## config.mk

```make
export PLATFORM = sky130hd
export DESIGN_NAME = fetch_unit
export DESIGN_NICKNAME = d
export VERILOG_FILES = /design/src/rtl/fetch_unit.sv
export SDC_FILE = /design/constraint.sdc
export NUM_CORES = 1
export LEC_CHECK = 0
export BUFFER_PORTS_ARGS = -buffer_cell sky130_fd_sc_hd__buf_4
export CORE_ASPECT_RATIO = 0.75
export CORE_MARGIN = 2
export CORE_UTILIZATION = 40
export CTS_CLUSTER_DIAMETER = 80
export CTS_CLUSTER_SIZE = 25
export DETAILED_ROUTE_END_ITERATION = 10
export MAX_ROUTING_LAYER = met4
export PLACE_DENSITY = 0.67
export SLEW_MARGIN = 5
export SYNTH_ARGS = -nofsm -noshare
export SYNTH_HDL_FRONTEND = slang
export SYNTH_SLANG_ARGS = --single-unit
```

## constraint.sdc

```tcl
create_clock -name clk -period 25.4 [get_ports clk]
set_clock_uncertainty 0.1 [all_clocks]
set_input_delay 5.08 -clock clk [delete_from_list [all_inputs] [get_ports clk]]
set_output_delay 5.08 -clock clk [all_outputs]
set_load 0.005 [all_outputs]
```

## src/rtl/fetch_unit.sv

```systemverilog
// Instruction fetch front end: walks a pc through a one-cycle-latency instruction
// memory and delivers (pc, inst) pairs through a two-deep buffer (output slot + skid slot).
`ifndef WORD_LEN
`define WORD_LEN 32
`endif

module fetch_unit #(
   parameter logic [`WORD_LEN-1:0] RESET_PC = 32'h0000_0000
) (
   input  logic                 clk,
   input  logic                 rst,
   output logic [`WORD_LEN-1:0] imem_addr,
   input  logic [`WORD_LEN-1:0] imem_rdata,
   input  logic                 redirect_valid,
   input  logic [`WORD_LEN-1:0] redirect_pc,
   output logic                 out_valid,
   input  logic                 out_ready,
   output logic [`WORD_LEN-1:0] out_pc,
   output logic [`WORD_LEN-1:0] out_inst
);

   // Handshake: an entry moves to the consumer on a rising edge where out_valid and
   // out_ready are both 1; while out_valid=1 and out_ready=0, out_pc/out_inst hold.
   logic [`WORD_LEN-1:0] pc;
   logic                 inflight;
   logic [`WORD_LEN-1:0] inflight_pc;
   logic                 skid_valid;
   logic [`WORD_LEN-1:0] skid_pc;
   logic [`WORD_LEN-1:0] skid_inst;

   logic       pop;
   logic       issue;
   logic [1:0] occ;
   logic [1:0] occ_after;

   assign pop       = out_valid & out_ready;
   assign occ       = {1'b0, out_valid} + {1'b0, skid_valid} + {1'b0, inflight};
   assign occ_after = occ - {1'b0, pop};
   // Only issue when the returning word is guaranteed a free slot next cycle.
   assign issue     = !rst && !redirect_valid && (occ_after < 2'd2);
   assign imem_addr = pc;

   always_ff @(posedge clk) begin
      if (rst) begin
         pc         <= {RESET_PC[`WORD_LEN-1:2], 2'b00};
         out_valid  <= 1'b0;
         skid_valid <= 1'b0;
         inflight   <= 1'b0;
      end else if (redirect_valid) begin
         pc         <= {redirect_pc[`WORD_LEN-1:2], 2'b00};
         out_valid  <= 1'b0;
         skid_valid <= 1'b0;
         inflight   <= 1'b0;
      end else begin
         if (issue) begin
            pc          <= pc + 32'd4;
            inflight    <= 1'b1;
            inflight_pc <= pc;
         end else begin
            inflight    <= 1'b0;
         end

         if (pop && skid_valid) begin
            out_valid  <= 1'b1;
            out_pc     <= skid_pc;
            out_inst   <= skid_inst;
            skid_valid <= inflight;
            if (inflight) begin
               skid_pc   <= inflight_pc;
               skid_inst <= imem_rdata;
            end
         end else if (pop || !out_valid) begin
            // Output slot is empty after this edge, and the skid slot is empty too.
            out_valid <= inflight;
            if (inflight) begin
               out_pc   <= inflight_pc;
               out_inst <= imem_rdata;
            end
         end else if (inflight) begin
            skid_valid <= 1'b1;
            skid_pc    <= inflight_pc;
            skid_inst  <= imem_rdata;
         end
      end
   end

endmodule
```

# == Yosys cells after proc, flatten, opt, wreduce, memory -nomap -nowiden ==
# Cells that the tools add are included.
# classes
n_addsub,4
magnitude_cmp,1
eq_ne,1
n_mux,20
bitwise_logic,3
n_reduce_logical,15
# op_table
operator,n
32-bit 2-to-1 mux,14
"32-bit by 3-bit adder with 32-bit output, second input constant",1
1-bit 2-to-1 mux,6
3-bit AND reduction,2
2-bit nonzero test,3
4-bit AND reduction,1
1-bit logical AND,3
1-bit logical NOT,3
1-bit by 1-bit adder with 2-bit output,1
2-bit by 1-bit adder with 2-bit output,1
"2-bit less-than comparator, second input constant",1
"2-bit inequality test, second input constant",1
1-bit NOT,2
2-bit AND reduction,1
2-bit OR reduction,1
2-bit by 1-bit subtractor with 2-bit output,1
1-bit bitwise AND,1
1-bit logical OR,1
# totals
register_bits,195
input_bits,68
output_inout_bits,97
word_cells,54

# == Longest topological paths before layout ==
# Gate-level depths: netlist of run 1.
# logic_depth
depth_word,7
depth_mapped,11
mapped_depth_nobuf,10

# == Worst setup path before layout of run 1 ==
# OpenSTA, ideal clock, no wires.
# synth_timing
path_type,input-to-reg
start,input redirect_valid
end,register out_inst[0] (enable)
setup_ps,814
arrival_ps,15108
t_required_ps,24486
setup_slack_ps,9378
path_stages,3
path_buffers,2
cell_sequence,clkbuf_1 > clkbuf_1 > a2111oi_0
# synth_between
elab_chain_cells,2
# synth_rtl
item,line,source
start: declaration,14,"input logic redirect_valid,"
1-bit NOT (no line),--,
4-bit AND reduction (no line),--,
end signal: assignment,66,out_inst <= skid_inst;
end signal: assignment,77,out_inst <= imem_rdata;
end: declaration,19,output logic [`WORD_LEN-1:0] out_inst
# Every way passes these cells.
# A chain may end at the register's enable or synchronous reset.

# == Worst setup path in the final report of run 1 ==
# layout_timing
start,input out_ready
end,register pc[15] (netlist: imem_addr[15])
# layout_between
elab_chain_cells,5
# layout_rtl
item,line,source
start: declaration,17,"input logic out_ready,"
1-bit bitwise AND,36,assign pop = out_valid & out_ready;
2-bit by 1-bit subtractor with 2-bit output,38,"assign occ_after = occ - {1'b0, pop};"
2-bit less-than comparator,40,assign issue = !rst && !redirect_valid && (occ_after < 2'd2);
1-bit logical AND,40,
2-bit nonzero test (no line),--,
end signal: assignment,45,"pc <= {RESET_PC[`WORD_LEN-1:2], 2'b00};"
end signal: assignment,50,"pc <= {redirect_pc[`WORD_LEN-1:2], 2'b00};"
end signal: assignment,56,pc <= pc + 32'd4;
end: declaration,24,logic [`WORD_LEN-1:0] pc;
# Every way passes these cells.

==> metrics, run 1 <==
RSZ-0062 raised after global routing false; Cell Rows 43; die height 122 um; final core utilization 51.3%; routability congestion estimate 0.818; Max Cap Viol 0; root buf cell clkbuf_16; post_cts resized 0; synth cell count leaders 154 x edfxtp_1, 62 x mux2_2, 33 x dfxtp_1, 32 x nand2_1, 17 x clkbuf_1; Arr. time, crit path 8.23 ns; xor/xnor share of the synthesized area 1.30%; LEAKAGE 3.38 nW; diodes inserted 0; layer with the highest usage met2; fmax 0.125 GHz; Yosys warnings 0; CTS clock-pin slew for the worst setup and hold paths 0.07 ns; Vias/cell 5.22; cells after synthesis 477; area growth from synthesis to layout 26.8%; initial antenna violation count 0; Synth Area in Simple Gates 8.57%; Clock Tree Buf Depth 2; DR DRC count 0; top cell type's share of synthesized area 62.3%; number of synthesized flops with an enable pin 154; Final Max Slew Viols 0; Synth area leader edfxtp_1; number of global-route vias before repair 4619; final net count 708; period utilization 31.4%; Routed WL per cell 18.2 um; layout cells sized above 1 42.0%; initial DRC count 461; Netlist cell types 54; ys async rst share 0%; status finished clean; M2 GR Usage 26.5%; worst min path class reg2reg; Seq/Total Area, Yosys 71.2%; core box area 0.0183 mm2; GRT Util Overall 17.4%; CP Class in2reg; Crit Path Max Fanout 42; DP HPWL 10400 um; Final Hold Fails 0; synthesized area per cell 15.6 um2; slew margin rel. 36.8%; H-tree lvl count 4; crit end category flip-flop; synth top area cells edfxtp_1 62%, mux2_2 9.4%, dfxtp_1 8.9%; mux contribution to synthesized area 10.2%; num ports 165; number of synthesized register bits 187; Crit path required time 25.65 ns; drt total wl 16300 um; first-pass GRT wire length 25400 um; die footprint 0.0197 mm2; clk sinks 187; clk_lat worst skew 0.43 ns; global routing usage on met1 23.1%; setup bufs post-CTS 0; fillcell total 1561; setup TNS 0 ns; # setup viols final 0; gr ovfl total 0; PortBufs 158; combinational family with the most area after synthesis multiplexers; post-route ant nets 0; Least-Margin Pin Slew 0.946 ns; first-pass iteration count of the detailed router 6; top_reg_cell synth edfxtp_1; Die Wd 161 um; adder-cell area share of the yosys netlist 0.505%; VDD IR max 0.0398 mV; largest net degree at the start of global routing 63; P per Cell Area 67.5 mW/mm2; Setup crit start kind input pin; most numerous cell in the Yosys netlist edfxtp_1; Vias 4685; met3 usage 4.26%; mapped cell area 0.00743 mm2; Compound-Gate Fraction of Synth Area 6.06%; Initial Util 40.5%; clock tree from TritonCTS yes; CTS Hold Bufs 0; Tmin final 7.97 ns; Num CTS Buffers 17
==> cell families after synthesis <==
| kind of cell | after synthesis |
|---|---|
| AO/OA/AOI/OAI | 65 |
| flip-flops | 187 |
| multiplexers | 66 |
| other | 1 |
| buffers and inverters | 37 |
| XOR/XNOR | 11 |
| AND/OR/NAND/NOR | 107 |
| adder cells (fa/ha/maj) | 3 |
==> report_power, final <==
group / total, mW / internal, mW / switching [mW]
clock network: 0.249 / 0.135 / 0.114
registers: 0.349 / 0.340 / 0.00841
logic: 0.0380 / 0.0205 / 0.0175
total: 0.635 / 0.496 / 0.139
==> worst paths after layout <==
path / to / slack (ns) / depth (start not counted) / start
setup / recovery: imem_addr[15] / 17.43 / 12 / out_ready
hold reg to reg: skid_pc[15] / 0.35 / 0 / inflight_pc[15]
hold / removal: skid_pc[15] / 0.35 / 0 / inflight_pc[15]
setup reg to reg: imem_addr[15] / 21.75 / 11 / out_valid
==> per-stage QoR <==
stage | power (mW) | setup WS [ns] | instances | hold WS [ns] | instance area (um2)
CTS | 0.642 | 17.43 | 897 | 0.349 | 9420
global placement | 0.392 | 17.08 | 865 | 0.332 | 8870
global route | 0.659 | 17.19 | 897 | 0.353 | 9420
finish | 0.635 | 17.43 | 897 | 0.347 | 9420
detailed placement | 0.393 | 17.00 | 865 | 0.329 | 8870
floorplan | 0.371 | 9.38 | 480 | 0.320 | 7440
==> placed cells by master, fill, tap and decap left out, types with 3 or more instances in the layout <==
cell	n
a21oi_1	12
a31oi_1	14
and2_1	9
and4_1	4
buf_4	162
clkbuf_16	17
clkinv_2	3
clkinvlp_4	3
conb_1	4
dfxtp_1	33
edfxtp_1	154
ha_1	3
inv_1	12
inv_6	4
mux2_1	3
mux2_2	62
nand2_1	31
nand3_1	9
nand4_1	11
nor2_1	8
nor3_1	6
nor3_2	3
nor4_1	3
o211ai_1	7
o21ai_1	3
o22ai_1	9
o31a_1	4
or3_1	7
xnor2_1	8
xor2_1	3
==> per-layer routing <==
metal	up-vias	routed length, um
met2	185	7520
li1	2169	-
met3	22	1100
met1	2309	7430
met4	0	269
met5	-	0
==> registers in the layout (all words and copies together), names as in the netlist <==
signal,count
skid_valid,1
out_valid,1
out_inst,32
inflight,1
inflight_pc,30
out_pc,30
skid_pc,30
imem_addr,30
skid_inst,32
==> layout make-up <==
| class | count | area, um2 | share of cell area [%] |
|---|---|---|---|
| Timing Repair Buffer | 162 | 1220 | 12.9 |
| Tap cell | 247 | 309 | 3.28 |
| Inverter | 13 | 48.8 | 0.518 |
| Clock buffer | 18 | 429 | 4.56 |
| Sequential cell | 187 | 5290 | 56.1 |
| Multi-Input combinational cell | 256 | 2010 | 21.3 |
| Clock inverter | 14 | 119 | 1.26 |
==> critical path, stage by stage <==
cell and delay (ns):
buf_4 0.12, and2_1 0.21, ha_1 0.30, inv_1 0.04, ha_1 0.28, a21oi_2 0.20
mux2i_4 0.08, buf_4 0.24, inv_2 0.72, nand3_2 0.33, o41a_1 0.45, a21oi_1 0.15
(Power assumes the default switching activity.)
==> run 2, diff against run 1 <==
- ABC_AREA: default -> 1
- clock period: 25.4 -> 8.2 ns (I/O delays scaled with it)
==> run 2 against run 1 <==
  * Routed wire length is 3.6% higher
  * First-iteration DRC count is 39% higher
  * Via count is 18% higher
  * Highest routed layer unchanged
==> metrics, run 2 <==
synth top area cells edfxtp_1 59%, nand2_1 16%, dfxtp_1 8.4%; number of synthesized flops with an enable pin 154 (unchanged); setup TNS 0 ns (unchanged); setup bufs post-CTS 0 (unchanged); drt total wl 16900 um (+3.6%); Netlist cell types 33 (-39%); Final Max Slew Viols 0 (unchanged); initial DRC count 641 (+39%); most frequent cells in the layout 332 x nand2_1, 163 x buf_4, 154 x edfxtp_1; Vias/cell 4.63 (-11%); clock tree from TritonCTS yes; most common cell after layout, fill and taps aside nand2_1; layer with the highest usage met2; die footprint 0.0208 mm2 (+5.4%); H-tree lvl count 4 (unchanged); final net count 1000 (+41%); Max Cap Viol 0 (unchanged); mapped cell area 0.00784 mm2 (+5.6%); clk_lat worst skew 0.43 ns (about the same); worst min path class reg2reg; CP Class in2reg; clk sinks 187 (unchanged); # setup viols final 0 (unchanged); Die Wd 166 um (+2.7%); most numerous cell in the Yosys netlist nand2_1; slew margin rel. 27.9% (-8.9 points); core box area 0.0193 mm2 (+5.0%); die height 125 um (+2.7%); Clock Tree Buf Depth 2 (unchanged); Final WS setup 3.99 ns (-13.43 ns); Yosys warnings 0 (unchanged); area growth from synthesis to layout 25.6%; CP peak stage delay 0.77 ns (+0.05 ns); cells after synthesis 770 (+61%); PortBufs 158 (unchanged); Cell Rows 44 (+2.3%); crit end category flip-flop; Num CTS Buffers 17 (unchanged); diodes inserted 0 (unchanged); num ports 165 (unchanged); placed insts 1163 (+34%); synth cell count leaders 333 x nand2_1, 154 x edfxtp_1, 56 x inv_1, 55 x nand3_1, 37 x nor2_1; status finished clean; post-route ant nets 0 (unchanged); worst path cell trace buf_4 > nand2_1 > inv_1 > nand2_2 > inv_2 > nor2_1 > inv_1 > nand2_1 > nor2_4 > buf_4; Arr. time, crit path 4.16 ns (-4.07 ns); first-pass iteration count of the detailed router 5 (-1); biggest regs out_inst (32), skid_inst (32); final core utilization 51.1% (-0.23 points); gr ovfl total 0 (unchanged); fmax 0.238 GHz; DR DRC count 0 (unchanged); root buf cell clkbuf_16; RSZ-0062 raised after global routing false; layout cells sized above 1 23.8% (-18 points); Initial Util 40.7% (+0.21 points); period utilization 51.3%; initial antenna violation count 0 (unchanged); top cell type's share of synthesized area 59.0% (-3.3 points); Worst Path Buf+Inv 5 (+1); Vias 5531 (+18%); Min Hold Slack 0.348 ns (+0.00102 ns); CTS clock-pin slew for the worst setup and hold paths 0.06 ns (about the same); R2R depth 9 (-2); placed cell area 0.00927 mm2 (+4.6%); routability congestion estimate 0.838 (+2.4%); Least-Margin Pin Slew 1.08 ns (+0.134 ns); Setup crit start kind input pin; Top delay family on crit path buffers and inverters; Synth area leader edfxtp_1; Non-Filler Instances 1195 (+33%); DP HPWL 11500 um (+10%); hold path depth 0 (unchanged); ys async rst share 0% (unchanged); number of synthesized register bits 187 (unchanged); Routed WL per cell 14.2 um (-22%); Tmin final 4.21 ns; Crit Path Max Fanout 63 (+50%); Final Hold Fails 0 (unchanged); global routing usage on met1 24.3% (+1.2 points); LEAKAGE 4.06 nW (+20%); Seq/Total Area, Yosys 67.4% (-3.8 points); post_cts resized 0 (unchanged); synthesized area per cell 10.2 um2 (-35%); largest net degree at the start of global routing 64 (+1.6%); GRT Util Overall 17.3% (-0.15 points); VDD IR max 0.114 mV (+190%); met3 usage 4.46% (+0.21 points); crit path max-delay cell type inv_2; Crit path required time 8.16 ns (-17.49 ns); cell depth of the worst setup path 10 (-2); first-pass GRT wire length 27100 um (+7.0%); dpl ws 3.49 ns (-13.52 ns); number of global-route vias before repair 5085 (+10%); fillcell total 1754 (+12%); top_reg_cell synth edfxtp_1; P per Cell Area 203 mW/mm2 (+200%); Pwr Total 2.00 mW (+220%); post-route cell area 0.00985 mm2 (+4.6%); CTS Hold Bufs 0 (unchanged); M2 GR Usage 24.7% (-1.7 points)
[run 2: worst paths after layout]
check | from | to | slack [ns]
worst max-delay path | out_ready | skid_pc[13] | 3.99
worst max register to register | out_valid | skid_pc[13] | 4.89
worst min-delay path | inflight_pc[30] | skid_pc[30] | 0.35
worst min register to register | inflight_pc[30] | skid_pc[30] | 0.35
[run 2: layout make-up]
type	count	area (um2)	share of cell area [%]
multi-input combinational	500	2220	22.6
timing repair buffer	163	1220	12.4
clock inverter	13	140	1.42
tap	253	317	3.21
sequential	187	5290	53.7
clock buffer	19	433	4.40
inverter	60	225	2.29
[run 2: report_power, final]
part           total (mW)  internal (mW)  switching, mW  leakage (nW)
logic               0.120         0.0591         0.0611          2.12
clock network       0.804          0.451          0.354         0.270
registers            1.08           1.05         0.0248          1.68
[run 2: worst register-to-register path, stage by stage (launching register included)]
cell	delay [ns]
dfxtp_1	0.38
nand2_1	0.08
inv_1	0.09
nand2_2	0.06
inv_2	0.77
nor2_1	0.08
inv_1	0.10
nand2_1	0.10
nor2_4	0.60
buf_4	0.57
[run 2: routing by layer]
metal  up-vias  part of all wire, %
li1       2820                    -
met1      2510                   49
met2       188                   44
met3        13                  6.1
met4         0                 0.73
met5         -                    0
[run 2: kinds of logic after synthesis]
| family | count (synthesis) | share of synthesized area, % |
|---|---|---|
| buffers and inverters | 86 | 4.68 |
| AOI/OAI and AO/OA | 28 | 1.96 |
| DFF | 187 | 67.4 |
| and+or+nand+nor | 458 | 24.6 |
| adders and majority gates | 3 | 0.479 |
| muxes | 1 | 0.128 |
| other | 1 | 0.0478 |
| xor gates and xnor gates | 6 | 0.670 |
==> run 3, diff against run 2 <==
- PLACE_DENSITY: 0.67 -> 0.69
- clock period: 8.2 -> 3.85 ns (I/O delays scaled with it)
==> run 3 against run 2 <==
  * Worst setup slack got worse by 2.7 ns
  * Die area is the same
  * Critical path type unchanged
  * Critical path depth rose by 7
  * Highest routed layer unchanged
  * Routed wire length is 0.58% higher
  * Cell area grew 0.48%
  * Critical endpoint is now imem_addr[16]
==> metrics, run 3 (synthesis results as in run 2) <==
area growth from synthesis to layout 26.2%; post_cts resized 0 (unchanged); Comb power frac 5.9% (about the same); hold path depth 0 (unchanged); Hold EP skid_pc[3]; P per Cell Area 437 mW/mm2 (+110%); Cell Rows 44 (unchanged); routability congestion estimate 0.878 (+4.8%); Least-Margin Pin Slew 0.675 ns (-0.405 ns); drt total wl 17000 um (+0.58%); number of global-route vias before repair 5349 (+5.2%); P_int 3.41 mW (+120%); initial antenna violation count 0 (unchanged); PortBufs 158 (unchanged); CTS Hold Bufs 0 (unchanged); FF-to-FF End imem_addr[16]; Final Max Slew Viols 0 (unchanged); die footprint 0.0208 mm2 (unchanged); diodes inserted 0 (unchanged); period utilization 67.5%; Initial Util 40.7% (unchanged); first-pass iteration count of the detailed router 5 (unchanged); largest net degree at the start of global routing 63 (-1.6%); LEAKAGE 4.09 nW (+0.65%); placed insts 1166 (+0.26%); area of the multi-input gates 0.00222 mm2 (unchanged); Final Hold Fails 0 (unchanged); most frequent cells in the layout 332 x nand2_1, 166 x buf_4, 154 x edfxtp_1; final core utilization 51.4% (+0.25 points); RSZ-0062 raised after global routing false; switching part of the total 21.0% (-0.92 points); most common cell after layout, fill and taps aside nand2_1; DP HPWL 11700 um (+2.1%); layout cells sized above 1 23.8% (+0.030 points); final net count 1003 (+0.30%); worst min path class reg2reg; RR Startpoint out_valid; Min Hold Slack 0.349 ns (+0.000417 ns); Clock Tree Buf Depth 2 (unchanged); root buf cell clkbuf_16; gr ovfl total 0 (unchanged); clk sinks 187 (unchanged); Crit path top cell by count nand2_1; Crit path required time 4.07 ns (-4.09 ns); clock power share 40.9% (+0.7 points); Num CTS Buffers 17 (unchanged); CTS clock-pin slew for the worst setup and hold paths 0.06 ns (about the same); R2R depth 16 (+7); CP peak stage delay 0.44 ns (-0.33 ns); biggest regs out_inst (32), skid_inst (32); register area 0.00529 mm2 (unchanged); worst path cell trace buf_4 > nand2_1 > inv_1 > ha_1 > inv_1 > ha_1 > nand2_1 > nand2_1 > nand2_1 > inv_1 > nor2_4 > buf_4 > nand2_1 > nand3_1 > nand3_1 > nand2_1 > inv_1; post-route ant nets 0 (unchanged); initial DRC count 476 (-26%); Crit Path Max Fanout 43 (-32%); Tmin final 2.60 ns; fmax 0.385 GHz; Max Cap Viol 0 (unchanged); fillcell total 1774 (+1.1%); Vias 5651 (+2.2%); CP Class in2reg; crit path max-delay cell type buf_4; GRT Util Overall 17.4% (+0.12 points); net switching power figure 0.908 mW (+110%); VDD IR max 0.250 mV (+120%); crit end category flip-flop; # setup viols final 0 (unchanged); post-route cell area 0.00989 mm2 (+0.48%); setup TNS 0 ns (unchanged); DR DRC count 0 (unchanged); clock tree from TritonCTS yes; r2r setup slk 1.36 ns (-3.53 ns); die height 125 um (unchanged); slew margin rel. 55.0% (+27 points); Vias/cell 4.72 (+1.9%); hold path start inflight_pc[3]; first-pass GRT wire length 27700 um (+2.1%); Die Wd 166 um (unchanged); H-tree lvl count 4 (unchanged); num ports 165 (unchanged); Non-Filler Instances 1198 (+0.25%); setup bufs post-CTS 0 (unchanged); Setup crit start kind input pin; sequential share of power 53.2% (-0.6 points); status finished clean; Routed WL per cell 14.2 um (+0.33%); placed cell area 0.00930 mm2 (+0.24%); Arr. time, crit path 2.82 ns (-1.34 ns); clk_lat worst skew 0.42 ns (about the same); core box area 0.0193 mm2 (unchanged)
run 3: final cells by class:
class                   count  area share (%)
inverters                  60            2.28
clock buffers              22            4.59
clock inverters            10            1.45
repair buffers            166            12.6
flip-flops and latches    187            53.4
well taps                 253            3.20
multi-input cells         500            22.5
run 3: worst max path at each step:
stage / startpoint / end / slack [ns] / cells after the start
6_report: out_ready / imem_addr[16] / 1.25 / 17
5_1_grt: out_ready / imem_addr[12] / 1.0 / 16
3_5_place_dp: out_ready / imem_addr[16] / 0.84 / 17
3_3_place_gp: out_ready / imem_addr[16] / 0.90 / 17
2_1_floorplan: out_ready / skid_inst[0] / 0.31 / 8
4_1_cts: out_ready / imem_addr[16] / 1.27 / 17
run 3: power by group through the flow:
stage	clock [mW]	sequential, mW	combinational, mW
2_1_floorplan	0	2.32	0.124
4_1_cts	1.81	2.30	0.259
5_1_grt	1.90	2.30	0.290
3_5_place_dp	0	2.34	0.258
3_3_place_gp	0	2.34	0.253
6_report	1.77	2.30	0.256
run 3: worst max-delay path: cells and delay by family:
kind	cells	cell delay, ns
fa+ha+maj	2	0.52
buf+inv	6	0.78
simple gates	9	0.74
run 3: routing by layer:
layer  GRT usage (%)  part of all wire, %  up-vias
li1                -                    -     2833
met1            23.9                   49     2600
met2            26.3                   43      206
met3            4.31                  6.9       12
met4            4.14                 0.75        0
met5               -                    0        -
run 3: stage by stage:
| step | power [mW] | setup WS (ns) |
|---|---|---|
| 2_1_floorplan | 2.45 | 0.315 |
| 3_3_place_gp | 2.59 | 0.896 |
| 3_5_place_dp | 2.60 | 0.841 |
| 4_1_cts | 4.37 | 1.27 |
| 5_1_grt | 4.50 | 0.999 |
| 6_report | 4.32 | 1.25 |
